`config.mk`:
```
export PLATFORM = sky130hd
export DESIGN_NAME = instr_encoder
export DESIGN_NICKNAME = d
export VERILOG_FILES = /design/src/rtl/instr_encoder.sv
export SDC_FILE = /design/constraint.sdc
export NUM_CORES = 1
export LEC_CHECK = 0
export CAP_MARGIN = 0
export CORE_MARGIN = 5
export CORE_UTILIZATION = 30
export CTS_BUF_LIST = sky130_fd_sc_hd__clkbuf_8
export DETAILED_ROUTE_END_ITERATION = 6
export PLACE_DENSITY = 0.63
export SKIP_CTS_REPAIR_TIMING = 1
export SLEW_MARGIN = 10
export SYNTH_ARGS = -nofsm -noshare
export SYNTH_HDL_FRONTEND = slang
export SYNTH_SLANG_ARGS = --single-unit
```
`constraint.sdc`:
```
create_clock -name clk -period 2.1 [get_ports clk]
set_input_delay 0.63 -clock clk [delete_from_list [all_inputs] [get_ports clk]]
set_output_delay 0.63 -clock clk [all_outputs]
set_load 0.01 [all_outputs]
```
`src/rtl/instr_encoder.sv`:
```
// Program-loader front end: packs opcode/register/literal fields into a 16-bit instruction word
// and writes it to program memory at an auto-incrementing address; reserved opcodes are counted.
module instr_encoder #(
  parameter int unsigned PC_WIDTH          = 8,
  parameter int unsigned PROGRAM_DataWidth = 16,
  parameter int unsigned NumOpCodeBits     = 5,
  parameter int unsigned ParamBits         = 8,
  parameter int unsigned SEL_WIDTH         = 2,
  parameter int unsigned ERR_CNT_WIDTH     = 4
) (
  input  logic                         clk,
  input  logic                         reset_n,
  input  logic                         clr,
  input  logic                         in_valid,
  output logic                         in_ready,
  input  logic [NumOpCodeBits-1:0]     in_opcode,
  input  logic [SEL_WIDTH-1:0]         in_op1,
  input  logic [SEL_WIDTH-1:0]         in_op2,
  input  logic [ParamBits-1:0]         in_literal,
  output logic                         prog_wr_en,
  output logic [PC_WIDTH-1:0]          prog_wr_adr,
  output logic [PROGRAM_DataWidth-1:0] prog_wr_data,
  output logic [PC_WIDTH-1:0]          wr_ptr,
  output logic                         full,
  output logic                         err,
  output logic [ERR_CNT_WIDTH-1:0]     err_cnt
);

  localparam int unsigned OpMsb  = PROGRAM_DataWidth - 1;
  localparam int unsigned Op1Lsb = 8;
  localparam int unsigned Op2Lsb = 3;

  localparam logic [NumOpCodeBits-1:0] OpNop  = NumOpCodeBits'(5'b00000);
  localparam logic [NumOpCodeBits-1:0] OpAdd  = NumOpCodeBits'(5'b00001);
  localparam logic [NumOpCodeBits-1:0] OpSub  = NumOpCodeBits'(5'b00010);
  localparam logic [NumOpCodeBits-1:0] OpAnd  = NumOpCodeBits'(5'b00011);
  localparam logic [NumOpCodeBits-1:0] OpOr   = NumOpCodeBits'(5'b00100);
  localparam logic [NumOpCodeBits-1:0] OpNot  = NumOpCodeBits'(5'b00101);
  localparam logic [NumOpCodeBits-1:0] OpXor  = NumOpCodeBits'(5'b00110);
  localparam logic [NumOpCodeBits-1:0] OpShl  = NumOpCodeBits'(5'b00111);
  localparam logic [NumOpCodeBits-1:0] OpShr  = NumOpCodeBits'(5'b01000);
  localparam logic [NumOpCodeBits-1:0] OpVal  = NumOpCodeBits'(5'b01001);
  localparam logic [NumOpCodeBits-1:0] OpGoto = NumOpCodeBits'(5'b10000);
  localparam logic [NumOpCodeBits-1:0] OpIfz  = NumOpCodeBits'(5'b10001);
  localparam logic [NumOpCodeBits-1:0] OpIfnz = NumOpCodeBits'(5'b10010);
  localparam logic [NumOpCodeBits-1:0] OpIfeq = NumOpCodeBits'(5'b10011);
  localparam logic [NumOpCodeBits-1:0] OpIfst = NumOpCodeBits'(5'b10100);
  localparam logic [NumOpCodeBits-1:0] OpIfgt = NumOpCodeBits'(5'b10101);

  typedef enum logic [1:0] {StIdle, StEnc, StWr} state_e;

  state_e                         state_q, state_d;
  logic [NumOpCodeBits-1:0]       op_q, op_d;
  logic [SEL_WIDTH-1:0]           op1_q, op1_d, op2_q, op2_d;
  logic [ParamBits-1:0]           lit_q, lit_d;
  logic [PC_WIDTH-1:0]            wr_ptr_q, wr_ptr_d;
  logic [PC_WIDTH-1:0]            adr_q, adr_d;
  logic [PROGRAM_DataWidth-1:0]   data_q, data_d;
  logic                           full_q, full_d;
  logic                           err_q, err_d;
  logic [ERR_CNT_WIDTH-1:0]       err_cnt_q, err_cnt_d;

  logic [PROGRAM_DataWidth-1:0]   word;
  logic                           legal;

  // Field placement by opcode class; anything not listed is reserved.
  always_comb begin
    word  = '0;
    legal = 1'b1;
    unique case (op_q)
      OpNop: ;
      OpAdd, OpSub, OpAnd, OpOr, OpXor: begin
        word[OpMsb -: NumOpCodeBits] = op_q;
        word[Op1Lsb +: SEL_WIDTH]    = op1_q;
        word[Op2Lsb +: SEL_WIDTH]    = op2_q;
      end
      OpNot, OpShl, OpShr: begin
        word[OpMsb -: NumOpCodeBits] = op_q;
        word[Op1Lsb +: SEL_WIDTH]    = op1_q;
      end
      OpVal: begin
        word[OpMsb -: NumOpCodeBits] = op_q;
        word[Op1Lsb +: SEL_WIDTH]    = op1_q;
        word[0 +: ParamBits]         = lit_q;
      end
      OpGoto, OpIfz, OpIfnz, OpIfeq, OpIfst, OpIfgt: begin
        word[OpMsb -: NumOpCodeBits] = op_q;
        word[0 +: ParamBits]         = lit_q;
      end
      default: legal = 1'b0;
    endcase
  end

  always_comb begin
    state_d   = state_q;
    op_d      = op_q;
    op1_d     = op1_q;
    op2_d     = op2_q;
    lit_d     = lit_q;
    wr_ptr_d  = wr_ptr_q;
    adr_d     = adr_q;
    data_d    = data_q;
    full_d    = full_q;
    err_d     = 1'b0;
    err_cnt_d = err_cnt_q;
    if (clr) begin
      state_d   = StIdle;
      wr_ptr_d  = '0;
      full_d    = 1'b0;
      err_cnt_d = '0;
    end else begin
      unique case (state_q)
        StIdle: begin
          if (in_valid && in_ready) begin
            op_d    = in_opcode;
            op1_d   = in_op1;
            op2_d   = in_op2;
            lit_d   = in_literal;
            state_d = StEnc;
          end
        end
        StEnc: begin
          if (legal) begin
            data_d  = word;
            adr_d   = wr_ptr_q;
            state_d = StWr;
          end else begin
            err_d   = 1'b1;
            if (err_cnt_q != '1) err_cnt_d = err_cnt_q + ERR_CNT_WIDTH'(1);
            state_d = StIdle;
          end
        end
        StWr: begin
          // The last address is written once; the pointer then parks there.
          if (wr_ptr_q == '1) full_d = 1'b1;
          else                wr_ptr_d = wr_ptr_q + PC_WIDTH'(1);
          state_d = StIdle;
        end
        default: state_d = StIdle;
      endcase
    end
  end

  always_ff @(posedge clk or negedge reset_n) begin
    if (!reset_n) begin
      state_q   <= StIdle;
      op_q      <= '0;
      op1_q     <= '0;
      op2_q     <= '0;
      lit_q     <= '0;
      wr_ptr_q  <= '0;
      adr_q     <= '0;
      data_q    <= '0;
      full_q    <= 1'b0;
      err_q     <= 1'b0;
      err_cnt_q <= '0;
    end else begin
      state_q   <= state_d;
      op_q      <= op_d;
      op1_q     <= op1_d;
      op2_q     <= op2_d;
      lit_q     <= lit_d;
      wr_ptr_q  <= wr_ptr_d;
      adr_q     <= adr_d;
      data_q    <= data_d;
      full_q    <= full_d;
      err_q     <= err_d;
      err_cnt_q <= err_cnt_d;
    end
  end

  // clr in the write cycle must kill the strobe in that same cycle.
  assign prog_wr_en   = (state_q == StWr) && !clr;
  assign prog_wr_adr  = adr_q;
  assign prog_wr_data = data_q;
  assign in_ready     = (state_q == StIdle) && !full_q;
  assign wr_ptr       = wr_ptr_q;
  assign full         = full_q;
  assign err          = err_q;
  assign err_cnt      = err_cnt_q;

endmodule

```
==> impl_metrics.py <==
metrics = {
    "placement": {
        "place_hpwl_mm": 3.96,
        "dpl_worst_slack_ns": -0.254,
        "io_buffers": 59,
        "placed_cells": 358,
        "gp_congestion": 0.801,
    },
    "setup_path": {
        "slowest_delay_ns": 0.59,
        "cp.required_ns": 1.47,
        "start_kind": "flop",
        "crit_chain": "clkdlybuf4s50_1",
        "crit_family": "buffers and inverters",
        "critPathBufInv": 1,
        "end_kind": "output pin",
        "cp_data_arrival_time_ns": 1.39,
        "slowest_stage": "clkdlybuf4s50_1",
        "crit_type": "flop to output pin",
        "cp_max_fo": 7,
    },
    "global_routing": {
        "antenna_found_initial": 0,
        "grt_pass1_wl_mm": 8.91,
        "use_met3": 0.0262,
        "grt_busiest_layer": "met2",
        "grt_start_max_net_pins": 57,
        "grt_usage": 0.110,
        "grt_use_met2": 0.176,
        "grt_pass1_vias": 1742,
        "grt_util_met1": 0.151,
        "grt_remaining_overflow": 0,
    },
    "logic_synthesis": {
        "syn_nets": 219,
        "syn-instance-count": 196,
        "synth-edff-count": 0,
        "ys_ff_latch": 56,
        "syn-cell-area_um2": 2510,
        "synth-warning-count": 0,
        "ys.flop_type": "dfrtp_1",
        "synth.distinct_cells": 46,
        "ys_seq_area_frac": 0.557,
        "async_flop_share": 1.00,
        "avgSynthCellArea_um2": 12.8,
    },
    "sta": {
        "rsz0062_at_grt": "false",
        "worst_pin_slew_ns": 0.807,
        "fin_crit_ns": 2.02,
        "max_slew_margin": 0.448,
        "hold_violations": 0,
        "setup_ws_ns": 0.0844,
        "max_freq_ghz": 0.496,
        "fin_crit_sh": 0.960,
        "setup_viol": 0,
        "slew_violations": 0,
        "finClkSkew_ns": 0.00604,
        "timing.hold.ws_ns": 0.311,
    },
    "floorplanning": {
        "start_util": 0.307,
        "core_area_um2": 8180,
        "num_rows": 33,
        "num_io_pins": 61,
        "dieArea_um2": 10300,
        "die_w_um": 102,
        "die_h_um": 102,
    },
    "clock_network": {
        "cts_buffers": 5,
        "clk_pin_slew_ns": 0.09,
        "cts.sinks": 56,
        "clockBufferDepth": 2,
        "cts-root-buf": "clkbuf_8",
        "clk-insertion-delay-late_ns": 0.30,
        "h-tree-depth": 2,
        "tritoncts": "built",
    },
    "min_path": {
        "min_path_type": "input port to asynchronous set/reset pin",
    },
    "drt": {
        "drt-pass1-iter-count": 4,
        "drt-initial-drc-count": 38,
        "routed_wl_mm": 5.35,
        "drc": 0,
        "ant_nets": 0,
        "num_vias": 1719,
        "via_per_inst": 4.72,
        "wire_per_inst_um": 14.7,
    },
    "pwr": {
        "ir_drop_uv": 349,
        "p_per_area_nw_per_um2": 855,
        "p_leak_nw": 1.46,
        "total_power_mw": 2.86,
    },
    "run": {
        "cap_viol_max_count": 0,
    },
    "finish": {
        "instances_no_fill": 364,
        "num-fill-cells": 804,
        "final_util": 0.409,
        "multi_input_area_um2": 995,
        "drive_gt1_frac": 0.205,
        "fin_nets": 283,
        "seq_area_um2": 1400,
        "diodes": 0,
        "syn2layout_area_growth_pct": 33.1,
    },
    "run_status": {
        "status": "finished, final reports clean",
    },
}
## logic make-up after synthesis
family,share of synthesized area
AO/OA/AOI/OAI,0.0856
AND/OR/NAND/NOR,0.115
XOR/XNOR,0.0105
flip-flops,0.557
adder cells (fa/ha/maj),0.00995
other,0.00149
buffers and inverters,0.0493
multiplexers,0.170
## through the flow
| stage | area, µm² | TNS [ns] |
|---|---|---|
| after floorplan | 2510 | 0 |
| after global placement | 3230 | -4.89 |
| after detailed placement | 3230 | -5.84 |
| after CTS | 3330 | -0.428 |
| after global routing | 3340 | 0 |
| final | 3340 | 0 |
## flip-flops by register name, indices dropped and copies added, names as in the netlist, 2 cells and up
name / flops
wr_ptr: 8
err_cnt: 4
prog_wr_adr: 8
lit_q: 8
op_q: 5
prog_wr_data: 15
state_q: 2
op2_q: 2
op1_q: 2
## layout make-up
| cell class | count | area share |
|---|---|---|
| inverters | 6 | 0.00823 |
| clock buffers | 5 | 0.0206 |
| flip-flops and latches | 56 | 0.419 |
| repair buffers | 69 | 0.207 |
| well taps | 105 | 0.0393 |
| multi-input cells | 122 | 0.297 |
| clock inverters | 1 | 0.00898 |
## cells in the mapped netlist (all sizes together) (3+ instances only)
cell | instances | area, µm²
a21oi | 7 | 38.8
mux2i | 3 | 30.0
inv | 5 | 18.8
nand3 | 6 | 30.0
or3b | 3 | 26.3
o2111ai | 3 | 26.3
dfrtp | 56 | 1400
nor2b | 4 | 25.0
nor3 | 6 | 35.0
xor2 | 3 | 26.3
buf | 11 | 92.6
mux2 | 32 | 398
o21ai | 7 | 35.0
a22o | 7 | 61.3
nor2 | 14 | 52.6
nand2b | 3 | 18.8
## worst paths after layout
kind / startpoint / to / slack, ns / cells past startpoint
min in group clk: lit_q[2] / prog_wr_data[2] / 0.49 / 1
worst max-delay path: wr_ptr[4] / wr_ptr[4] / 0.08 / 1
worst max register to register: op_q[2] / prog_wr_data[4] / 0.32 / 4
worst min-delay path: reset_n / err_cnt[3] / 0.31 / 2
worst min register to register: lit_q[2] / prog_wr_data[2] / 0.49 / 1
max in group asynchronous: reset_n / prog_wr_data[6] / 1.54 / 2
## report_power, final
| part | total [mW] | switching [mW] | internal [mW] | leakage, nW |
|---|---|---|---|---|
| Sequential | 1.43 | 0.149 | 1.28 | 0.724 |
| Clock | 0.664 | 0.321 | 0.343 | 0.0501 |
| Combinational | 0.766 | 0.282 | 0.484 | 0.691 |
| Total | 2.86 | 0.752 | 2.11 | 1.46 |
## metal layers
layer / vias to the layer above / wire length [µm]
met3: 3 / 272
met5: - / 0
li1: 825 / -
met1: 848 / 2460
met4: 0 / 33
met2: 43 / 2580
## cells in the final DEF (no fill, tap or decap), types with 2 or more instances in the layout
master / n
or3b_1: 2
dlymetal6s2s_1: 2
nor3_1: 5
buf_4: 8
nor2b_1: 4
nand2b_1: 3
inv_1: 5
ha_1: 2
nor4_1: 2
mux2_4: 10
xor2_1: 3
a21oi_1: 6
o2111ai_1: 3
dfrtp_1: 56
nand3_1: 6
o21ai_0: 7
mux2_2: 21
and2b_1: 2
nor2_1: 14
a22o_1: 7
o21a_1: 2
buf_12: 2
mux2i_1: 3
clkdlybuf4s50_1: 56
clkbuf_8: 5
a22oi_1: 2
Power figures use the tool's default switching activity.
